File: src/rtl/instruction_loader.sv
// Assembles a UART byte stream (MSB first) into instruction words and writes them
// to instruction memory from address 0 until a HALT word or the memory fills.
// Optional mid-word idle timeout: define LOADER_TIMEOUT_EN.
module instruction_loader #(
  parameter int DATA_WIDTH     = 32,
  parameter int DATA_DEPTH     = 128,
  parameter int TIMEOUT_CYCLES = 1000000
) (
  input  logic                  i_clk,
  input  logic                  i_reset,
  input  logic [7:0]            i_rx_data,
  input  logic                  i_rx_valid,
  output logic                  o_pcWrite,
  output logic [DATA_WIDTH-1:0] o_address,
  output logic [DATA_WIDTH-1:0] o_instruction,
  output logic                  o_done,
  output logic                  o_error
);

  localparam int BYTES = DATA_WIDTH / 8;
  localparam int CNT_W = (BYTES > 1) ? $clog2(BYTES) : 1;
  localparam logic [CNT_W-1:0]      LAST_BYTE = CNT_W'(BYTES - 1);
  localparam logic [DATA_WIDTH-1:0] LAST_ADDR = DATA_WIDTH'(DATA_DEPTH - 1);

  if ((DATA_WIDTH % 8) != 0 || DATA_WIDTH < 8 || DATA_DEPTH < 1 || TIMEOUT_CYCLES < 1) begin : g_param_check
    $error("instruction_loader: illegal parameter combination");
  end

  typedef enum logic [1:0] {LOAD, DONE, ERROR} state_e;

  state_e                state_q, state_d;
  logic [CNT_W-1:0]      byte_cnt_q, byte_cnt_d;
  logic [DATA_WIDTH-1:0] shift_q, shift_d;
  logic [DATA_WIDTH-1:0] wr_addr_q, wr_addr_d;
  logic [DATA_WIDTH-1:0] address_q, address_d;
  logic [DATA_WIDTH-1:0] instruction_q, instruction_d;
  logic                  pc_write_q, pc_write_d;
  logic [DATA_WIDTH-1:0] word;

`ifdef LOADER_TIMEOUT_EN
  localparam int TMO_W = $clog2(TIMEOUT_CYCLES + 1);
  logic [TMO_W-1:0] tmo_cnt_q, tmo_cnt_d;
  logic             tmo_expire;

  // Counts consecutive idle cycles while a partial word is pending.
  always_comb begin
    tmo_cnt_d  = '0;
    tmo_expire = 1'b0;
    if (state_q == LOAD && byte_cnt_q != '0 && !i_rx_valid) begin
      if (tmo_cnt_q == TMO_W'(TIMEOUT_CYCLES - 1)) tmo_expire = 1'b1;
      else                                          tmo_cnt_d  = tmo_cnt_q + 1'b1;
    end
  end

  always_ff @(posedge i_clk) begin
    if (i_reset) tmo_cnt_q <= '0;
    else         tmo_cnt_q <= tmo_cnt_d;
  end
`endif

  always_comb begin
    // NOTE: every combinational output gets a default first so no path leaves it unassigned (no latches).
    state_d       = state_q;
    byte_cnt_d    = byte_cnt_q;
    shift_d       = shift_q;
    wr_addr_d     = wr_addr_q;
    address_d     = address_q;
    instruction_d = instruction_q;
    pc_write_d    = 1'b0;
    // Truncating cast keeps the low bits: the oldest byte falls off the top.
    word          = DATA_WIDTH'({shift_q, i_rx_data});

    if (state_q == LOAD) begin
      if (i_rx_valid) begin
        shift_d = word;
        if (byte_cnt_q == LAST_BYTE) begin
          byte_cnt_d    = '0;
          pc_write_d    = 1'b1;
          address_d     = wr_addr_q;
          instruction_d = word;
          wr_addr_d     = wr_addr_q + 1'b1;
          if (word[DATA_WIDTH-1 -: 6] == 6'b111111) state_d = DONE;
          else if (wr_addr_q == LAST_ADDR)          state_d = ERROR;
        end else begin
          byte_cnt_d = byte_cnt_q + 1'b1;
        end
      end
`ifdef LOADER_TIMEOUT_EN
      else if (tmo_expire) begin
        byte_cnt_d = '0;
        shift_d    = '0;
      end
`endif
    end
  end

  // NOTE: reset is synchronous here, so it sits inside the clocked branch with no edge on i_reset.
  always_ff @(posedge i_clk) begin
    // NOTE: non-blocking assignments so every flop samples pre-edge values regardless of statement order.
    if (i_reset) begin
      state_q       <= LOAD;
      byte_cnt_q    <= '0;
      shift_q       <= '0;
      wr_addr_q     <= '0;
      address_q     <= '0;
      instruction_q <= '0;
      pc_write_q    <= 1'b0;
    end else begin
      state_q       <= state_d;
      byte_cnt_q    <= byte_cnt_d;
      shift_q       <= shift_d;
      wr_addr_q     <= wr_addr_d;
      address_q     <= address_d;
      instruction_q <= instruction_d;
      pc_write_q    <= pc_write_d;
    end
  end

  assign o_pcWrite     = pc_write_q;
  assign o_address     = address_q;
  assign o_instruction = instruction_q;
  assign o_done        = (state_q == DONE);
  assign o_error       = (state_q == ERROR);

endmodule
File: config.mk
export PLATFORM = sky130hd
export DESIGN_NAME = instruction_loader
export DESIGN_NICKNAME = d
export VERILOG_FILES = /design/src/rtl/instruction_loader.sv
export SDC_FILE = /design/constraint.sdc
export NUM_CORES = 1
export LEC_CHECK = 0
export BUFFER_PORTS_ARGS = -buffer_cell sky130_fd_sc_hd__buf_2
export CELL_PAD_IN_SITES_DETAIL_PLACEMENT = 0
export CELL_PAD_IN_SITES_GLOBAL_PLACEMENT = 1
export CORE_UTILIZATION = 30
export CTS_CLUSTER_SIZE = 16
export DETAILED_ROUTE_END_ITERATION = 8
export HOLD_SLACK_MARGIN = 0.02
export PLACE_DENSITY = 0.64
export SLEW_MARGIN = 20
export SYNTH_ARGS = -nofsm -noshare
export SYNTH_HDL_FRONTEND = slang
export SYNTH_SLANG_ARGS = --single-unit
File: constraint.sdc
create_clock -name i_clk -period 5.05 [get_ports i_clk]
set_clock_uncertainty 0.05 [all_clocks]
set_input_delay 0.505 -clock i_clk [delete_from_list [all_inputs] [get_ports i_clk]]
set_output_delay 0.505 -clock i_clk [all_outputs]
set_load 0.02 [all_outputs]
==> results of run 1 <==
==> layout by cell type, fill, tap and decap left out <==
master	count
clkbuf_16	17
a21oi_1	111
nand3_1	8
inv_1	4
o21ai_0	6
and4_1	4
nor3_1	5
xnor2_1	6
and3_1	4
buf_4	5
or4_1	15
o31ai_1	15
nor4_1	7
dfxtp_1	125
nand2_1	190
clkinv_2	2
or4_4	2
a31oi_1	1
nand3b_1	1
clkinvlp_4	1
nor2_1	15
nor4bb_4	1
clkbuf_1	2
nand4_1	14
nand4bb_4	1
xor2_1	5
clkbuf_8	2
ha_1	2
buf_2	76
and2_1	1
bufinv_16	4
nor2b_1	2
or3_1	6
clkinv_4	3
==> registers in the layout, indices dropped and copies added, names as in the netlist <==
signal / flops
o_address: 32
state_q: 2
o_instruction: 32
wr_addr_q: 32
shift_q: 24
byte_cnt_q: 2
o_pcWrite: 1
==> worst max-delay path, stage by stage, from the launching register on <==
cell	delay, ns
dfxtp_1	0.43
nand4_1	0.53
nand3b_1	0.72
or4_1	0.66
a21oi_1	0.16
==> stage by stage <==
step                      power, mW  util, %  setup WS [ns]  hold WS (ns)
after global routing          2.414    38.56          2.177        0.2928
after detailed placement      1.076    34.50          2.503        0.3940
after CTS                     2.364    38.56          2.442        0.2749
after floorplan               1.058        -          2.891        0.3821
after global placement        1.075    34.50          2.646        0.3912
final                         2.334    38.56          2.410        0.2930
==> cells in the mapped netlist, drive strengths merged (2+ instances only) <==
library cell,instances
nand2,190
dfxtp,125
a21oi,111
clkbuf,37
or4,17
nor2,15
o31ai,15
nand4,14
nand3,8
nor4,7
buf,6
o21ai,6
or3,6
xnor2,6
nor3,5
xor2,5
and3,4
and4,4
inv,4
ha,2
nor2b,2
==> area by class of cell <==
class	count	area [um^2]
Multi-Input combinational cell	422	2103
Timing Repair Buffer	81	417.9
Clock inverter	10	163.9
Clock buffer	21	460.4
Sequential cell	125	2502
Inverter	4	15.01
Fill cell	1659	9444
Tap cell	211	264.0
==> per-layer routing <==
metal	wire length [um]	up-vias	share of wire (%)
met4	213	2	1.8
li1	-	2150	-
met1	5418	1946	46
met2	5545	100	47
met3	558	16	4.8
met5	10	-	0.085
==> path summary, 6_finish.rpt <==
kind / depth (start not counted) / end
worst max-delay path: 4 / wr_addr_q[24]
worst min-delay path: 3 / o_instruction[5]
worst max register to register: 4 / wr_addr_q[24]
worst min register to register: 2 / o_address[23]
==> where the power goes <==
group / total (mW) / switching (mW) / leakage [nW] / internal (mW)
combinational: 0.0508 / 0.0380 / 0.825 / 0.0128
sequential: 1.00 / 0.00704 / 1.01 / 0.996
clock: 1.28 / 0.431 / 0.303 / 0.849
total: 2.33 / 0.476 / 2.14 / 1.86
==> cells by family after synthesis <==
group                      count (synthesis)  synth area share [%]
AOI/OAI and AO/OA                        133                 14.80
buffers and inverters                     47                 3.916
and+or+nand+nor                          276                 26.18
xor gates and xnor gates                  11                 2.024
adders and majority gates                  2                0.5255
DFF                                      125                 52.56
==> metrics, run 1 <==
worst hold path startpoint=i_rx_data[5]; FF-to-FF setup slack=about 2.4 ns; Setup Crit Path Kind=register to register; sequential share of the synthesized area=a little over half; Critical Path Sink Type=register; drt via density=4.822; Die Wd=roughly 130 um; Total GRT Usage=about 15%; CP required=approximately 5.3 ns; Sink Count=approximately 130; Wirelength per Cell=between 10 and 15 um; setup TNS=0 ns; Final Instance Count excl. Fillers=about 870; GRT met3 Usage=roughly 4.5%; GRT Residual Overflow=0; # setup viols final=0; worst-skew pair later-pin latency=~0.41 ns; # diodes=0; Distinct cells, synth=30; TritonCTS clock tree=built; met1 usage=18.48%; peak supply drop=roughly 0.23 mV; FF+latch count, synth=125; drt first-iter violations=around 180; worst slew pin tran=slightly below 1 ns; DRT Pass-1 Iters=4; Post-Place Cells=843; Tcrit/Tclk final=around 52%; static leakage=2.137 nW; setup repair bufs after CTS=0; finished layout cell area=between 5000 and 6000 um^2; syn nets=about 610; Syn Area/Cell=8.015 um^2; hold_buf cts=0; Rel. slew slack=a little over a third; vias in the first global route=around 4000; RSZ-0062 raised after global routing=false; final WL=approximately 12000 um; RD Place Congestion=~0.73; CP Max Fanout=18; most crowded layer after global routing=met2; P&R area growth vs syn=24.49%; RR Startpoint=wr_addr_q[12]; Starting Density=a little under a third; top cell type's share of synthesized area=a little over half; Cell Rows=45; Clock Path Buffers=2; Core Area=~15000 um^2; Die Ht=approximately 130 um; max-slew violations=0; CTS resizes=0; CP arrival=between 2 and 3 ns; Die ar.=16380 um^2; maxcap violations=0; initial antenna violation count=1; H-tree depth=4; asr flop ratio synth=0%; Placement Cell Area=5303 um^2; GR Layer Usage met2=approximately 25%; Hold WC Path Type=input pin to register; synth top area cells=dfxtp_1, nand2_1, a21oi_1; vias=roughly 4200; Ports=78; pin count of the biggest net entering global routing=76; Synth area leader=dfxtp_1; PortBufs=between 70 and 80; Synth Instances=between 500 and 600; critical path startpoint=wr_addr_q[12]; Reg clk slew, reported paths=0.06 ns; Max Clk Rate=about 0.38 GHz; power per cell area=393.8 nW/um^2; Yosys warnings=0; cts bufs inserted=17; root buffer cell=clkbuf_16; detailed-route DRC error count=0; layout cells sized above 1=roughly 17%; first-pass GRT wire length=slightly below 20000 um; nets=between 600 and 700; Final Hold Vio Count=0; Detailed Place HPWL=approximately 7400 um; Top FF cell, synth=dfxtp_1; Antenna Nets Post-Route=0; mapped cell area=4761 um^2; Final min period=2.640 ns; run status=finished, final reports clean; Worst setup SP type=register; EDFF count, synth=0
Note: power is estimated with default switching activity, not from simulation.
==> inputs of run 2 (changes only) <==
--- a/config.mk
+++ b/config.mk
@@ -12,7 +12,7 @@
 export CTS_CLUSTER_SIZE = 16
 export DETAILED_ROUTE_END_ITERATION = 8
 export HOLD_SLACK_MARGIN = 0.02
-export PLACE_DENSITY = 0.64
+export PLACE_DENSITY = 0.66
 export SLEW_MARGIN = 20
 export SYNTH_ARGS = -nofsm -noshare
 export SYNTH_HDL_FRONTEND = slang
==> constraint.sdc (replaced) <==
create_clock -name i_clk -period 2.3 [get_ports i_clk]
set_clock_uncertainty 0.05 [all_clocks]
set_input_delay 0.23 -clock i_clk [delete_from_list [all_inputs] [get_ports i_clk]]
set_output_delay 0.23 -clock i_clk [all_outputs]
set_load 0.02 [all_outputs]
==> run 2 against run 1 <==
Net effect:
- flip-flop and latch count stayed put
- worst setup slack worse by 2.3 ns
- cell area grew 3.1%
- power is 110% higher
- via count up 2.3%
- routed wire length up 3.2%
- worst hold slack got worse by 0.11 ns
- fmax is 19% higher
- clock-buffer cell count shrank 2
- sequential share of layout area shrank 1.3 points
- highest routed layer is now met4
==> metrics, run 2 (synthesis results as in run 1) <==
# setup viols final=0; crit path buf inv count=0; Final Power=4.945 mW; initial antenna violation count=0; run status=finished, final reports clean; final core occ=39.76%; Total GRT Usage=~16%; PortBufs=77; Critical Path Max Stage Delay=0.65 ns; CP required=around 2.6 ns; nets=just under 700; final WL=between 10000 and 15000 um; most frequent cells in the layout=nand2_1, dfxtp_1, a21oi_1; commonest non-fill, non-tap cell in the layout=nand2_1; Antenna Nets Post-Route=0; first-pass GRT wire length=between 20000 and 25000 um; pin count of the biggest net entering global routing=73; delay-heaviest family, CP=simple AND/OR/NAND/NOR gates; drt via density=4.798; CP arrival=around 2.5 ns; power per cell area=roughly 800 nW/um^2; worst-skew pair later-pin latency=around 0.42 ns; H-tree depth=4; vias=between 4000 and 5000; drt first-iter violations=218; Detailed Place HPWL=~7700 um; DRT Pass-1 Iters=5; Hold EP=byte_cnt_q[1]; Core Area=15370 um^2; Final Hold Vio Count=0; Die Ht=~130 um; Wirelength per Cell=roughly 14 um; Slowest cell on crit path=or4_4; RR Startpoint=wr_addr_q[0]; Die Wd=~130 um; area of the multi-input gates=~2100 um^2; # diodes=0; maxcap violations=0; CP Max Fanout=10; critical path startpoint=wr_addr_q[0]; worst slew pin tran=about 0.75 ns; max-slew violations=0; TritonCTS clock tree=built; layout cells sized above 1=a little under a fifth; Max Clk Rate=~0.45 GHz; root buffer cell=clkbuf_16; R2R depth=5; Final min period=2.213 ns; number of fill cells=between 1500 and 2000; FF-to-FF setup slack=approximately 0.087 ns; DP Worst Slack=0.07770 ns; static leakage=~2.2 nW; Critical Path Sink Type=register; peak supply drop=0.5445 mV; critical-path cell list=ha_1, nand4_1, or4_4, or4_1, a21oi_1; Hold WC Path Type=input pin to register; GRT Residual Overflow=0; Clock Path Buffers=2; vias in the first global route=roughly 4200; Starting Density=30.97%; hold path cells=4; Sink Count=about 130; P&R area growth vs syn=28.36%; Setup Crit Path Kind=register to register; RD Place Congestion=around 0.74; register area=about 2500 um^2; Die ar.=16380 um^2; Reg clk slew, reported paths=about 0.060 ns; cts bufs inserted=17; R2R Path End=wr_addr_q[26]; Worst setup SP type=register; detailed-route DRC error count=0; Ports=approximately 80; Tcrit/Tclk final=a little under 100%; Rel. slew slack=around half; fin worst setup slack=between 0.08 and 0.09 ns; worst hold path startpoint=i_rx_valid; Cell Rows=45
## run 2: tightest hold or removal path: cells and delay by family
kind                   cells  cell delay, ns
buffers and inverters      1            0.14
AOI/OAI and AO/OA          1            0.06
and+or+nand+nor            2            0.15
## run 2: per-layer routing
layer	GRT usage, %	vias to the layer above	routed length [um]
met4	5.606	0	104
li1	-	2192	-
met5	0	-	0
met3	5.217	10	547
met1	19.30	2027	5722
met2	26.02	80	5752
## run 2: repair_timing
action / CTS / global route
setup buffers: 0 / 2
setup endpoints to repair: 0 / 4
gates resized for setup: 0 / 1
hold buffers: 8 / 0
endpoints found under the hold margin: 16 / 0
## run 2: metrics by stage
stage	instances	cell area (um^2)	hold slack (ns)	TNS [ns]
2_1_floorplan	594	4761	0.3160	0
4_1_cts	895	6085	0.1575	0
3_3_place_gp	855	5418	0.3906	0
3_5_place_dp	855	5418	0.3936	0
6_report	898	6111	0.1782	0
5_1_grt	898	6111	0.1927	-0.01105
## run 2: area by class of cell
class	count	share of cell area, %
sequential	125	40.95
timing repair buffer	103	10.28
tap	211	4.320
clock buffer	19	7.248
inverter	4	0.2457
clock inverter	13	2.355
multi-input combinational	423	34.60
## run 2: power by group
part / leakage [nW] / internal, mW / switching (mW) / total [mW]
logic: 0.936 / 0.0456 / 0.0875 / 0.133
registers: 1.01 / 2.19 / 0.0143 / 2.20
clock network: 0.275 / 1.62 / 0.987 / 2.61
total: 2.22 / 3.86 / 1.09 / 4.94
## run 2: worst max path at each step
| stage | cells past startpoint | slack (ns) | end |
|---|---|---|---|
| after floorplan | 6 | 0.14 | wr_addr_q[28] |
| after global placement | 5 | 0.16 | wr_addr_q[30] |
| after detailed placement | 5 | 0.08 | wr_addr_q[26] |
| after CTS | 5 | 0.07 | wr_addr_q[26] |
| after global routing | 5 | -0.01 | wr_addr_q[26] |
| final | 5 | 0.09 | wr_addr_q[26] |
==> inputs of run 3 (changes only) <==
--- a/config.mk
+++ b/config.mk
@@ -6,13 +6,13 @@
 export NUM_CORES = 1
 export LEC_CHECK = 0
 export BUFFER_PORTS_ARGS = -buffer_cell sky130_fd_sc_hd__buf_2
-export CELL_PAD_IN_SITES_DETAIL_PLACEMENT = 0
-export CELL_PAD_IN_SITES_GLOBAL_PLACEMENT = 1
-export CORE_UTILIZATION = 30
+export CELL_PAD_IN_SITES_DETAIL_PLACEMENT = 1
+export CELL_PAD_IN_SITES_GLOBAL_PLACEMENT = 2
+export CORE_UTILIZATION = 29
 export CTS_CLUSTER_SIZE = 16
 export DETAILED_ROUTE_END_ITERATION = 8
 export HOLD_SLACK_MARGIN = 0.02
-export PLACE_DENSITY = 0.66
+export PLACE_DENSITY = 0.77
 export SLEW_MARGIN = 20
 export SYNTH_ARGS = -nofsm -noshare
 export SYNTH_HDL_FRONTEND = slang
==> run 3 against run 2 <==
Net effect:
- cell count shrank 0.11%
- via count grew 0.72%
- critical path depth is the same
- largest cell class unchanged
==> metrics, run 3 (synthesis results as in run 1) <==
run status=finished, final reports clean; vias in the first global route=4536; Cell Rows=46; Setup Crit Path Kind=register to register; H-tree depth=4; Die Wd=~130 um; Die ar.=about 17000 um^2; vias=between 4000 and 5000; CP required=2.60 ns; number of fill cells=1920; initial antenna violation count=0; peak supply drop=a little over 0.5 mV; Reg clk slew, reported paths=approximately 0.06 ns; # diodes=0; pin count of the biggest net entering global routing=approximately 70; layout cells sized above 1=18.80%; # setup viols final=0; setup TNS=0 ns; maxcap violations=0; commonest non-fill, non-tap cell in the layout=nand2_1; drt via density=4.838; root buffer cell=clkbuf_16; nets=around 700; Rel. slew slack=just over 50%; CP Max Fanout=20; drt first-iter violations=between 200 and 250; max-slew violations=0; finished layout cell area=6091 um^2; RD Place Congestion=a little under 0.8; GRT Residual Overflow=0; Die Ht=around 130 um; Final Hold Vio Count=0; setup repair bufs after CTS=0; most frequent cells in the layout=nand2_1, dfxtp_1, a21oi_1; Total GRT Usage=between 10% and 20%; power per cell area=between 800 and 900 nW/um^2; Antenna Nets Post-Route=0; Wirelength per Cell=approximately 15 um; Sink Count=125; Hold WC Path Type=input pin to register; PortBufs=77; Ports=between 70 and 80; detailed-route DRC error count=0; Detailed Place HPWL=8347 um; first-pass GRT wire length=between 20000 and 25000 um; Starting Density=about 30%; Final min period=2.160 ns; Max Clk Rate=~0.46 GHz; final WL=13030 um; RSZ-0062 raised after global routing=false; DRT Pass-1 Iters=4; static leakage=2.201 nW; P&R area growth vs syn=27.94%; Worst setup SP type=register; Core Area=15940 um^2; Critical Path Sink Type=register; worst slew pin tran=approximately 0.74 ns; TritonCTS clock tree=built; Tcrit/Tclk final=about 94%; CP arrival=~2.5 ns; Clock Path Buffers=2; Placement Cell Area=5416 um^2; cts bufs inserted=17; worst-skew pair later-pin latency=about 0.42 ns
run 3: changes by cell type in the layout (fill, tap and decap cells not counted):
cell	before	now
bufinv_16	2	3
ha_2	0	2
clkinvlp_4	4	5
or4_4	3	2
clkinv_4	5	0
buf_4	17	14
clkbuf_8	1	2
clkinv_2	2	3
dlygate4sd3_1	8	7
ha_1	2	0
run 3: repair_timing:
action                                  in CTS  in global routing
endpoints found under the hold margin       11                  0
endpoints found under the setup margin       0                  6
resized for setup                            0                  2
hold buffers                                 7                  0
run 3: path summary, 6_finish.rpt:
check,start,end,slack [ns],cells after the start
worst max-delay path,wr_addr_q[1],wr_addr_q[28],0.14,5
worst min-delay path,i_rx_data[3],o_instruction[3],0.04,3
worst max register to register,wr_addr_q[1],wr_addr_q[28],0.14,5
worst min register to register,o_address[16],o_address[16],0.40,2
run 3: stage by stage:
step	hold slack, ns	power (mW)	setup slack, ns	util [%]	cells
2_1_floorplan	0.3160	2.323	0.1409	-	594
4_1_cts	0.02534	5.113	0.09753	38.17	897
6_report	0.03743	5.051	0.1404	38.20	897
3_3_place_gp	0.3896	2.371	0.1852	33.97	859
5_1_grt	0.03981	5.226	0.002039	38.20	897
3_5_place_dp	0.3949	2.375	0.1181	33.97	859
run 3: final cells by class:
type / count / area (um^2) / share of cell area (%)
clock inverters: 11 / 142.6 / 2.342
repair buffers: 99 / 595.6 / 9.778
inverters: 4 / 15.01 / 0.2465
flip-flops and latches: 125 / 2502 / 41.08
multi-input cells: 422 / 2108 / 34.61
well taps: 216 / 270.3 / 4.437
clock buffers: 20 / 456.7 / 7.498
run 3: worst max-delay path: stages, from the launching register on:
cell and delay [ns]:
dfxtp_1 0.35, ha_2 0.22, nand4_1 0.15, or4_4 0.68, or4_1 0.51, a21oi_1 0.14
run 3: routing by layer:
layer	part of all wire, %	GRT usage, %	vias up
li1	-	-	2184
met1	46	20.45	2076
met2	49	28.19	66
met3	3.7	4.469	14
met4	1.5	6.703	0
met5	0	0	-
run 3: where the power goes:
group | total [mW] | switching [mW] | internal (mW)
clock network | 2.71 | 0.969 | 1.75
registers | 2.20 | 0.0144 | 2.19
logic | 0.135 | 0.0895 | 0.0451
